<file path="config.mk">
export PLATFORM = sky130hd
export DESIGN_NAME = mppt_pwm_ctrl_flat
export DESIGN_NICKNAME = d
export VERILOG_FILES = /design/src/rtl/mppt_pwm_ctrl_if.sv /design/src/rtl/mppt_pwm_ctrl.sv /design/src/flat_wrapper.sv
export SDC_FILE = /design/constraint.sdc
export NUM_CORES = 1
export LEC_CHECK = 0
export BUFFER_PORTS_ARGS = -buffer_cell sky130_fd_sc_hd__buf_2
export CAP_MARGIN = 20
export CORE_ASPECT_RATIO = 0.5
export CORE_MARGIN = 2
export CORE_UTILIZATION = 35
export CTS_BUF_LIST = sky130_fd_sc_hd__clkbuf_16
export DETAILED_ROUTE_END_ITERATION = 12
export PLACE_DENSITY_LB_ADDON = 0.15
export SLEW_MARGIN = 10
export SYNTH_ARGS = -nofsm -noshare
export SYNTH_HDL_FRONTEND = slang
export SYNTH_SLANG_ARGS = --single-unit
</file>
<file path="constraint.sdc">
create_clock -name clk -period 4.4 [get_ports clk]
set_clock_uncertainty 0.05 [all_clocks]
set_input_delay 0.88 -clock clk [delete_from_list [all_inputs] [get_ports clk]]
set_output_delay 0.88 -clock clk [all_outputs]
set_load 0.01 [all_outputs]
</file>
<file path="src/rtl/mppt_pwm_ctrl_if.sv">
// Sample stream between the converter front end and the MPPT controller.
// The front end is the master: it presents paired voltage/current samples
// and the controller takes one on every cycle where valid and ready are both high.
interface mppt_pwm_ctrl_if #(
  parameter int DW = 8
) ();
  logic          sample_valid;
  logic          sample_ready;
  logic [DW-1:0] v_sample;
  logic [DW-1:0] i_sample;

  modport master (
    output sample_valid,
    output v_sample,
    output i_sample,
    input  sample_ready
  );

  modport slave (
    input  sample_valid,
    input  v_sample,
    input  i_sample,
    output sample_ready
  );
endinterface

</file>
<file path="src/rtl/mppt_pwm_ctrl.sv">
// Perturb-and-observe MPPT controller with PWM switch drive.
// Averages v*i over 2^AVG_LOG2 accepted samples, compares the average with the
// previous one, nudges the duty command by STEP in the direction that raised
// power, and turns the duty into a glitch-free PWM output.
module mppt_pwm_ctrl #(
  parameter int DW        = 8,
  parameter int PWM_BITS  = 8,
  parameter int AVG_LOG2  = 2,
  parameter int STEP      = 1,
  parameter int DUTY_MIN  = 16,
  parameter int DUTY_MAX  = 240,
  parameter int DUTY_INIT = 128
) (
  input  logic                clk,
  input  logic                rst,
  input  logic                enable,
  mppt_pwm_ctrl_if.slave      sample,
  output logic                pwm_out,
  output logic [PWM_BITS-1:0] duty,
  output logic [2*DW-1:0]     power_avg,
  output logic                mppt_dir,
  output logic                update_pulse
);

  localparam int ACC_W = 2 * DW + AVG_LOG2;
  localparam int CNT_W = AVG_LOG2 + 1;
  localparam logic [CNT_W-1:0]        LAST_IDX = CNT_W'((1 << AVG_LOG2) - 1);
  localparam logic [PWM_BITS-1:0]     D_INIT   = PWM_BITS'(DUTY_INIT);
  localparam logic signed [PWM_BITS:0] D_MIN   = $signed((PWM_BITS + 1)'(DUTY_MIN));
  localparam logic signed [PWM_BITS:0] D_MAX   = $signed((PWM_BITS + 1)'(DUTY_MAX));
  localparam logic signed [PWM_BITS:0] D_STEP  = $signed((PWM_BITS + 1)'(STEP));

  typedef enum logic [1:0] {
    S_IDLE,
    S_ACCUM,
    S_COMPARE,
    S_STEP
  } state_t;

  state_t                     state;
  logic [ACC_W-1:0]           acc;
  logic [CNT_W-1:0]           cnt;
  logic [2*DW-1:0]            prev_avg;
  logic                       ready;

  logic [2*DW-1:0]            prod;
  logic [2*DW-1:0]            avg_now;
  logic                       move;
  logic                       dir_eff;
  logic signed [PWM_BITS:0]   duty_s;
  logic signed [PWM_BITS:0]   duty_sum;
  logic [PWM_BITS-1:0]        duty_nxt;
  logic                       dir_nxt;

  logic [PWM_BITS-1:0]        pwm_cnt;
  logic [PWM_BITS-1:0]        duty_shadow;

  assign sample.sample_ready = ready;

  // Both operands widened first so the product keeps all 2*DW bits.
  assign prod   = (2 * DW)'(sample.v_sample) * (2 * DW)'(sample.i_sample);
  assign duty_s = $signed({1'b0, duty});

  // Perturb-and-observe decision for the average currently in the accumulator.
  // NOTE: every variable gets a default before any branch so no latch is inferred.
  always_comb begin
    avg_now  = (2 * DW)'(acc >> AVG_LOG2);
    move     = (avg_now != prev_avg);
    dir_eff  = (avg_now < prev_avg) ? ~mppt_dir : mppt_dir;
    duty_sum = dir_eff ? (duty_s + D_STEP) : (duty_s - D_STEP);
    duty_nxt = duty;
    dir_nxt  = dir_eff;
    // Signed headroom lets the step overshoot the limits without wrapping;
    // hitting a limit turns the search around.
    if (duty_sum > D_MAX) begin
      duty_nxt = D_MAX[PWM_BITS-1:0];
      dir_nxt  = ~dir_eff;
    end else if (duty_sum < D_MIN) begin
      duty_nxt = D_MIN[PWM_BITS-1:0];
      dir_nxt  = ~dir_eff;
    end else begin
      duty_nxt = duty_sum[PWM_BITS-1:0];
    end
  end

  // Control FSM: accumulate, average, then apply the step with registered outputs.
  // NOTE: sequential state uses non-blocking assignments so every register
  // samples pre-edge values regardless of statement order.
  always_ff @(posedge clk or posedge rst) begin
    if (rst) begin
      state        <= S_IDLE;
      acc          <= '0;
      cnt          <= '0;
      prev_avg     <= '0;
      power_avg    <= '0;
      duty         <= D_INIT;
      mppt_dir     <= 1'b1;
      update_pulse <= 1'b0;
      ready        <= 1'b0;
    end else if (!enable) begin
      // Abort: restart the search from scratch, keep the last reported power.
      state        <= S_IDLE;
      acc          <= '0;
      cnt          <= '0;
      prev_avg     <= '0;
      duty         <= D_INIT;
      mppt_dir     <= 1'b1;
      update_pulse <= 1'b0;
      ready        <= 1'b0;
    end else begin
      update_pulse <= 1'b0;
      unique case (state)
        S_IDLE: begin
          state <= S_ACCUM;
          ready <= 1'b1;
        end
        S_ACCUM: begin
          if (sample.sample_valid && ready) begin
            acc <= acc + ACC_W'(prod);
            cnt <= cnt + 1'b1;
            if (cnt == LAST_IDX) begin
              state <= S_COMPARE;
              ready <= 1'b0;
            end
          end
        end
        S_COMPARE: begin
          // The decision is registered on entry to STEP so that duty, mppt_dir,
          // power_avg and update_pulse all change together in the STEP cycle.
          power_avg    <= avg_now;
          acc          <= '0;
          cnt          <= '0;
          update_pulse <= 1'b1;
          if (move) begin
            duty     <= duty_nxt;
            mppt_dir <= dir_nxt;
          end
          state <= S_STEP;
        end
        S_STEP: begin
          prev_avg <= power_avg;
          state    <= S_ACCUM;
          ready    <= 1'b1;
        end
        default: begin
          state <= S_IDLE;
          ready <= 1'b0;
        end
      endcase
    end
  end

  // Free-running PWM; the duty is latched only at the period boundary.
  always_ff @(posedge clk or posedge rst) begin
    if (rst) begin
      pwm_cnt     <= '0;
      duty_shadow <= D_INIT;
      pwm_out     <= 1'b0;
    end else begin
      pwm_cnt <= pwm_cnt + 1'b1;
      if (pwm_cnt == '1) begin
        duty_shadow <= duty;
      end
      pwm_out <= enable && (pwm_cnt < duty_shadow);
    end
  end

endmodule

</file>
<file path="src/flat_wrapper.sv">
// flat-port wrapper written by rule: the top's interface ports become plain ports
module mppt_pwm_ctrl_flat 
#(
  parameter int DW        = 8,
  parameter int PWM_BITS  = 8,
  parameter int AVG_LOG2  = 2,
  parameter int STEP      = 1,
  parameter int DUTY_MIN  = 16,
  parameter int DUTY_MAX  = 240,
  parameter int DUTY_INIT = 128
)
  (clk, rst, enable, pwm_out, duty, power_avg, mppt_dir, update_pulse, sample_sample_valid, sample_v_sample, sample_i_sample, sample_sample_ready);
  mppt_pwm_ctrl_if #(.DW(DW)) sample_i ();
  input  logic clk;
  input  logic rst;
  input  logic enable;
  output logic pwm_out;
  output logic [PWM_BITS-1:0] duty;
  output logic [2*DW-1:0] power_avg;
  output logic mppt_dir;
  output logic update_pulse;
  input wire logic [$bits(sample_i.sample_valid)-1:0] sample_sample_valid;
  input wire logic [$bits(sample_i.v_sample)-1:0] sample_v_sample;
  input wire logic [$bits(sample_i.i_sample)-1:0] sample_i_sample;
  output wire logic [$bits(sample_i.sample_ready)-1:0] sample_sample_ready;
  assign sample_i.sample_valid = sample_sample_valid;
  assign sample_i.v_sample = sample_v_sample;
  assign sample_i.i_sample = sample_i_sample;
  assign sample_sample_ready = sample_i.sample_ready;
  mppt_pwm_ctrl #(.DW(DW), .PWM_BITS(PWM_BITS), .AVG_LOG2(AVG_LOG2), .STEP(STEP), .DUTY_MIN(DUTY_MIN), .DUTY_MAX(DUTY_MAX), .DUTY_INIT(DUTY_INIT)) u_core (.clk(clk), .rst(rst), .enable(enable), .sample(sample_i), .pwm_out(pwm_out), .duty(duty), .power_avg(power_avg), .mppt_dir(mppt_dir), .update_pulse(update_pulse));
endmodule
</file>
==> impl_metrics.py, run 1 <==
metrics = {
    "die": {
        "start_util_pct": 35.6,
        "fp.coreArea_um2": 19400,
        "dieArea_um2": 21000,
        "die_h_um": 103,
        "row_count": 36,
        "boundaryPins": 48,
        "die-width_um": 203,
    },
    "grt": {
        "grtUsageMet3_pct": 2.38,
        "grt_max_degree": 48,
        "antenna_found_initial": 0,
        "grt_pass1_wl_um": 26100,
        "grt_pass1_vias": 5080,
        "met2_usage_pct": 24.6,
        "grt.total_usage_pct": 15.8,
        "grt_busiest_layer": "met2",
        "grt_overflow": 0,
        "grt_use_met1_pct": 23.5,
    },
    "worst_setup_path": {
        "path_max_fanout": 4,
        "worstReg2RegEnd": "u_core.acc[17]$_DFFE_PP0P_",
        "crit_end": "u_core.acc[17]$_DFFE_PP0P_",
        "cp-startpoint": "sample_v_sample[6]",
        "r2r_slack_ns": -0.05,
        "reg2regPathDepth": 18,
        "r2r_start": "u_core.acc[4]$_DFFE_PP0P_",
        "worst_setup_path_start_kind": "primary input",
        "cp.arrival_ns": 4.90,
        "cp.required_ns": 4.61,
        "crit_path_end_kind": "flip-flop",
        "critical_path_class": "in -> reg",
    },
    "detailed_routing": {
        "avgViaCountPerCell": 4.56,
        "dr.pass1.iters": 4,
        "drt_iter0_markers": 167,
        "wire_per_inst_um": 13.9,
        "vias": 5117,
        "drt-total-wl_um": 15600,
        "drc": 0,
        "antenna_left": 0,
    },
    "layout": {
        "insertedDiodeCount": 0,
        "drive_gt1_share_pct": 26.1,
        "syn_to_final_growth_pct": 26.4,
        "nets": 993,
        "finalInstanceArea_um2": 8740,
    },
    "clock_network": {
        "clock_latency_ns": 0.34,
        "cts.path.max_buffers": 2,
        "cts-root-buf": "clkbuf_16",
        "cts.clk_slew.worst_paths_ns": 0.07,
        "clock_sinks": 83,
        "cts_tree": "built",
        "htree_num_levels": 3,
        "cts_made_buffers": 9,
    },
    "logic_synthesis": {
        "yosysSeqAreaShare_pct": 30.1,
        "avgSynthCellArea_um2": 9.35,
        "syn_inst": 739,
        "synth.area.top_cells": "dfrtp_1 (29%), fa_1 (14%), ha_1 (13%), inv_1 (7.7%), nand2_1 (4.6%)",
        "synth_cell_type_count": 62,
        "yosysWarnings": 0,
        "synth_edf_count": 0,
        "async_flop_share_pct": 100,
        "synthFlopType": "dfrtp_1",
        "synth_top_area_share_pct": 29.0,
        "synth_top_area_cell": "dfrtp_1",
        "synth.cell_area_um2": 6910,
        "syn-num-nets": 880,
        "ys_ff_latch": 83,
    },
    "power": {
        "p_leak_nw": 4.31,
        "power_mw": 3.65,
        "power-per-cell-area_nw_per_um2": 418,
        "peakVddDrop_mv": 0.213,
    },
    "run": {
        "maxCapViolations": 0,
    },
    "sta": {
        "fmax_mhz": 213,
        "maxSlewHeadroom_pct": 31.0,
        "worst_pin_slew_ns": 1.03,
        "fin_crit_sh_pct": 107,
        "drv_slew": 0,
        "fin_ws_ns": -0.291,
        "rsz0062_at_grt": "yes",
        "finalHoldViolCount": 0,
        "min_period_ns": 4.69,
        "holdWs_ns": 0.429,
        "setup_violations": 6,
    },
    "placement": {
        "portBuffers": 47,
        "gp_congestion": 0.803,
        "dp_hpwl_um": 12100,
        "postPlaceCellArea_um2": 7940,
    },
    "status": {
        "violations": "setup timing",
        "outcome": "finished with violations",
    },
    "hold_path": {
        "hold_class": "reg -> reg",
    },
}
report_power, final:
group / leakage, nW / internal, mW / switching, mW
combinational: 3.03 / 1.03 / 1.03
sequential: 1.13 / 0.794 / 0.0366
clock: 0.147 / 0.439 / 0.317
total: 4.31 / 2.27 / 1.38
cells in the final DEF, fill, tap and decap left out, drive strengths merged, types with 10 or more instances in the layout:
cell type  count
ha            71
dfrtp         80
mux2i         21
a21oi         21
nand2         84
o21ai         43
a22o          10
xnor2         15
nor2          16
nand3         12
buf          122
nor2b         21
fa            50
and2          38
inv          143
critical path, cell delays in order:
cell and delay, ns:
buf_12 0.11, and2_4 0.15, fa_1 0.56, inv_2 0.05, fa_1 0.54, inv_2 0.04
fa_1 0.52, inv_2 0.04, fa_1 0.48, inv_2 0.05, ha_4 0.24, a211o_1 0.34
a31oi_4 0.23, a21o_1 0.18, a311oi_2 0.11, buf_4 0.16, o31ai_2 0.22
stage by stage:
step / utilization (%) / std cells / setup slack [ns] / TNS (ns)
global route: 45.0 / 1123 / -0.441 / -1.74
finish: 45.0 / 1123 / -0.291 / -0.895
CTS: 44.0 / 1116 / -0.251 / -0.585
detailed placement: 40.9 / 1096 / -0.817 / -4.79
global placement: 40.9 / 1096 / -0.793 / -4.56
floorplan: - / 739 / -0.496 / -1.81
synth_stat cells, drive strengths merged, types with 8 or more instances:
| master | n |
|---|---|
| fa | 50 |
| dfrtp | 80 |
| mux2 | 9 |
| ha | 71 |
| a21oi | 21 |
| nor2 | 16 |
| nor2b | 21 |
| nand2 | 84 |
| and2 | 38 |
| xnor2 | 15 |
| o21ai | 43 |
| clkbuf | 17 |
| a22o | 10 |
| inv | 142 |
| nand3 | 12 |
| xor2 | 8 |
| mux2i | 21 |
how the worst min path moves through the flow:
| stage | startpoint | to | slack, ns | cells past startpoint |
|---|---|---|---|---|
| 2_1_floorplan | u_core.cnt[2]$_DFFE_PP0P_ | u_core.cnt[2]$_DFFE_PP0P_ | 0.40 | 2 |
| 3_3_place_gp | u_core.cnt[2]$_DFFE_PP0P_ | u_core.cnt[2]$_DFFE_PP0P_ | 0.41 | 2 |
| 3_5_place_dp | u_core.cnt[2]$_DFFE_PP0P_ | u_core.cnt[2]$_DFFE_PP0P_ | 0.42 | 2 |
| 4_1_cts | u_core.cnt[2]$_DFFE_PP0P_ | u_core.cnt[2]$_DFFE_PP0P_ | 0.43 | 2 |
| 5_1_grt | u_core.cnt[2]$_DFFE_PP0P_ | u_core.cnt[2]$_DFFE_PP0P_ | 0.45 | 2 |
| 6_report | u_core.cnt[2]$_DFFE_PP0P_ | u_core.cnt[2]$_DFFE_PP0P_ | 0.43 | 2 |
state kept, by name, indices dropped and copies added (netlist names):
name / flops
u_core.sample.sample_ready: 1
u_core.pwm_out: 1
u_core.duty_shadow: 8
u_core.pwm_cnt: 8
u_core.duty: 8
u_core.mppt_dir: 1
u_core.update_pulse: 1
u_core.state: 2
u_core.acc: 18
u_core.cnt: 3
u_core.power_avg: 16
u_core.prev_avg: 16
logic make-up (layout without fill, tap and decap cells):
group                    count (synthesis)  count (layout)  share of synthesized area (%)
multiplexers                            30              30                           4.56
XOR/XNOR                                23              23                           3.13
flip-flops                              83              83                           30.1
AO/OA/AOI/OAI                          113             113                           10.6
AND/OR/NAND/NOR                        207             207                           15.1
buffers and inverters                  162             280                           9.20
adder cells (fa/ha/maj)                121             121                           27.3
per-layer routing:
layer  routed length, um  share of wire (%)
met1                8540                 55
met2                6600                 42
met3                 302                1.9
met4                 135               0.87
met5                   0                  0
layout make-up:
type                       count  area [um^2]
clock inverter                 7         68.8
clock buffer                   9          225
timing repair buffer         122          952
multi-input combinational    494         4540
inverter                     142          537
sequential                    83         2080
fill                        1919        10700
tap                          266          333
repair_timing:
item | CTS | global route
pin swaps | 33 | 43
buffers inserted | 4 | 8
hold buffers | 0 | 0
gates resized for setup | 71 | 40
setup endpoints to repair | 7 | 13
No activity file was read; power rests on OpenSTA's default activity.
==> run 2: changes to the inputs <==
CAP_MARGIN = unset   (was 20)
CORE_MARGIN = unset   (was 2)
HOLD_SLACK_MARGIN = 0.03   (was unset)
==> run 2 against run 1 <==
  * The flow still finishes with violations (setup timing)
  * Count of clock-buffer cells in the layout unchanged
  * Total power increased by 0.53%
  * Final area about the same
  * Register-to-register slack got worse by 0.10 ns
  * Global-route usage increased by 0.43 points
  * Flip-flop and latch count unchanged
  * Core utilization increased by 1.3 points
  * Cell count about the same
  * Fmax decreased by 0.36%
  * First-iteration DRC count decreased by 12%
  * Hold slack improved by 0.021 ns
  * Clock power increased by 10%
  * Critical path type unchanged
==> impl_metrics.py, run 2 (synthesis gave the netlist of run 1 again) <==
metrics = {
    "status": {
        "outcome": "finished with violations",
        "violations": "setup timing",
    },
    "worst_setup_path": {
        "path_max_fanout": 8,
        "r2r_slack_ns": -0.15,
        "worstReg2RegEnd": "u_core.acc[17]$_DFFE_PP0P_",
        "crit_path_end_kind": "flip-flop",
        "critical_path_class": "in -> reg",
        "cp-startpoint": "sample_v_sample[4]",
        "worst_setup_path_start_kind": "primary input",
        "crit_end": "u_core.acc[17]$_DFFE_PP0P_",
        "r2r_start": "u_core.acc[4]$_DFFE_PP0P_",
        "reg2regPathDepth": 18,
        "cp.required_ns": 4.60,
        "cp.arrival_ns": 4.91,
    },
    "clock_network": {
        "cts_hold_buf": 0,
        "clock_latency_ns": 0.35,
        "cts-root-buf": "clkbuf_16",
        "clock_sinks": 83,
        "htree_num_levels": 3,
        "cts.clk_slew.worst_paths_ns": 0.06,
        "cts_tree": "built",
        "cts.path.max_buffers": 2,
        "cts_made_buffers": 9,
    },
    "power": {
        "p_leak_nw": 4.33,
        "peakVddDrop_mv": 0.238,
        "power-per-cell-area_nw_per_um2": 420,
    },
    "detailed_routing": {
        "antenna_left": 0,
        "dr.pass1.iters": 4,
        "drt-total-wl_um": 15700,
        "vias": 5133,
        "drc": 0,
        "avgViaCountPerCell": 4.57,
        "drt_iter0_markers": 147,
        "wire_per_inst_um": 14.0,
    },
    "grt": {
        "grt_pass1_wl_um": 25900,
        "grt_pass1_vias": 5034,
        "grt_overflow": 0,
        "grt.total_usage_pct": 16.2,
        "antenna_found_initial": 0,
        "grt_max_degree": 48,
    },
    "layout": {
        "largest-register": "u_core.acc",
        "stdcell_count": 1122,
        "utilization_pct": 46.3,
        "nets": 999,
        "drive_gt1_share_pct": 26.3,
        "finalInstanceArea_um2": 8740,
        "most-common-layout-cells": "inv_1 (130), buf_4 (83), dfrtp_1 (80)",
        "syn_to_final_growth_pct": 26.5,
        "top_regs": "u_core.acc x18, u_core.power_avg x16, u_core.prev_avg x16",
        "largest_reg_flops": 18,
        "layout_commonest_cell": "inv_1",
        "n_fill_cell": 1823,
        "insertedDiodeCount": 0,
    },
    "placement": {
        "postPlaceCellArea_um2": 7970,
        "place_inst": 1095,
        "portBuffers": 47,
        "dp_hpwl_um": 12100,
        "gp_congestion": 0.828,
    },
    "die": {
        "boundaryPins": 48,
        "row_count": 35,
        "dieArea_um2": 20300,
        "fp.coreArea_um2": 18900,
        "die-width_um": 201,
        "die_h_um": 101,
        "start_util_pct": 36.6,
    },
    "sta": {
        "min_period_ns": 4.71,
        "finalHoldViolCount": 0,
        "worst_pin_slew_ns": 1.08,
        "fmax_mhz": 212,
        "setup_tns_ns": -1.28,
        "maxSlewHeadroom_pct": 28.0,
        "fin_crit_sh_pct": 107,
        "fin_ws_ns": -0.308,
        "holdWs_ns": 0.450,
        "drv_slew": 0,
        "setup_violations": 6,
        "rsz0062_at_grt": "yes",
    },
    "hold_path": {
        "hold_class": "reg -> reg",
    },
    "run": {
        "maxCapViolations": 0,
    },
}
run 2: metal layers:
layer / global-route usage [%] / share of wire, % / wire [um] / vias to the layer above
li1: - / - / - / 2625
met1: 24.1 / 54 / 8440 / 2435
met2: 24.6 / 43 / 6710 / 61
met3: 2.45 / 2.8 / 433 / 12
met4: 4.17 / 0.95 / 150 / 0
met5: 0 / 0 / 0 / -
run 2: critical path: stages:
cell and delay [ns]:
buf_12 0.09, nand2_4 0.05, fa_1 0.48, fa_1 0.56
inv_2 0.05, ha_4 0.26, inv_2 0.03, fa_1 0.51
inv_2 0.05, fa_2 0.33, a21o_1 0.17, a21oi_2 0.14
o21bai_1 0.11, a211o_1 0.32, a31oi_4 0.24, a21o_1 0.18
a311oi_2 0.11, buf_4 0.16, o31ai_4 0.20
run 2: repair_timing:
| action | 4_1_cts | 5_1_grt |
|---|---|---|
| gates resized for setup | 66 | 24 |
| endpoints found under the setup margin | 8 | 13 |
| setup buffers | 4 | 8 |
| pin swaps | 41 | 28 |
run 2: final cells by class:
type                    instances  area (um^2)  area share (%)
inverters                     142          537            6.14
well taps                     259          324            3.71
clock inverters                 7         98.8            1.13
repair buffers                128          948            10.9
flip-flops and latches         83         2080            23.8
multi-input cells             494         4530            51.8
clock buffers                   9          225            2.58
run 2: how the worst min path moves through the flow:
| stage | start | end | slack (ns) | cells after the start |
|---|---|---|---|---|
| finish | u_core.cnt[2]$_DFFE_PP0P_ | u_core.cnt[2]$_DFFE_PP0P_ | 0.45 | 2 |
| global placement | u_core.cnt[2]$_DFFE_PP0P_ | u_core.cnt[2]$_DFFE_PP0P_ | 0.42 | 2 |
| CTS | u_core.acc[2]$_DFFE_PP0P_ | u_core.acc[2]$_DFFE_PP0P_ | 0.46 | 1 |
| global route | u_core.acc[2]$_DFFE_PP0P_ | u_core.acc[2]$_DFFE_PP0P_ | 0.47 | 1 |
| floorplan | u_core.cnt[2]$_DFFE_PP0P_ | u_core.cnt[2]$_DFFE_PP0P_ | 0.40 | 2 |
| detailed placement | u_core.cnt[1]$_DFFE_PP0P_ | u_core.cnt[1]$_DFFE_PP0P_ | 0.44 | 1 |
run 2: where the power goes:
group | switching [mW] | internal (mW) | total (mW)
logic | 1.01 | 0.996 | 2.01
clock network | 0.329 | 0.503 | 0.833
registers | 0.0353 | 0.794 | 0.829
total | 1.38 | 2.29 | 3.67
run 2: per-stage QoR:
stage                     power [mW]  setup WS (ns)
after global placement          2.50         -0.804
after global routing            3.96         -0.455
after CTS                       3.53         -0.289
after detailed placement        2.52         -0.845
final                           3.67         -0.308
after floorplan                 1.98         -0.496
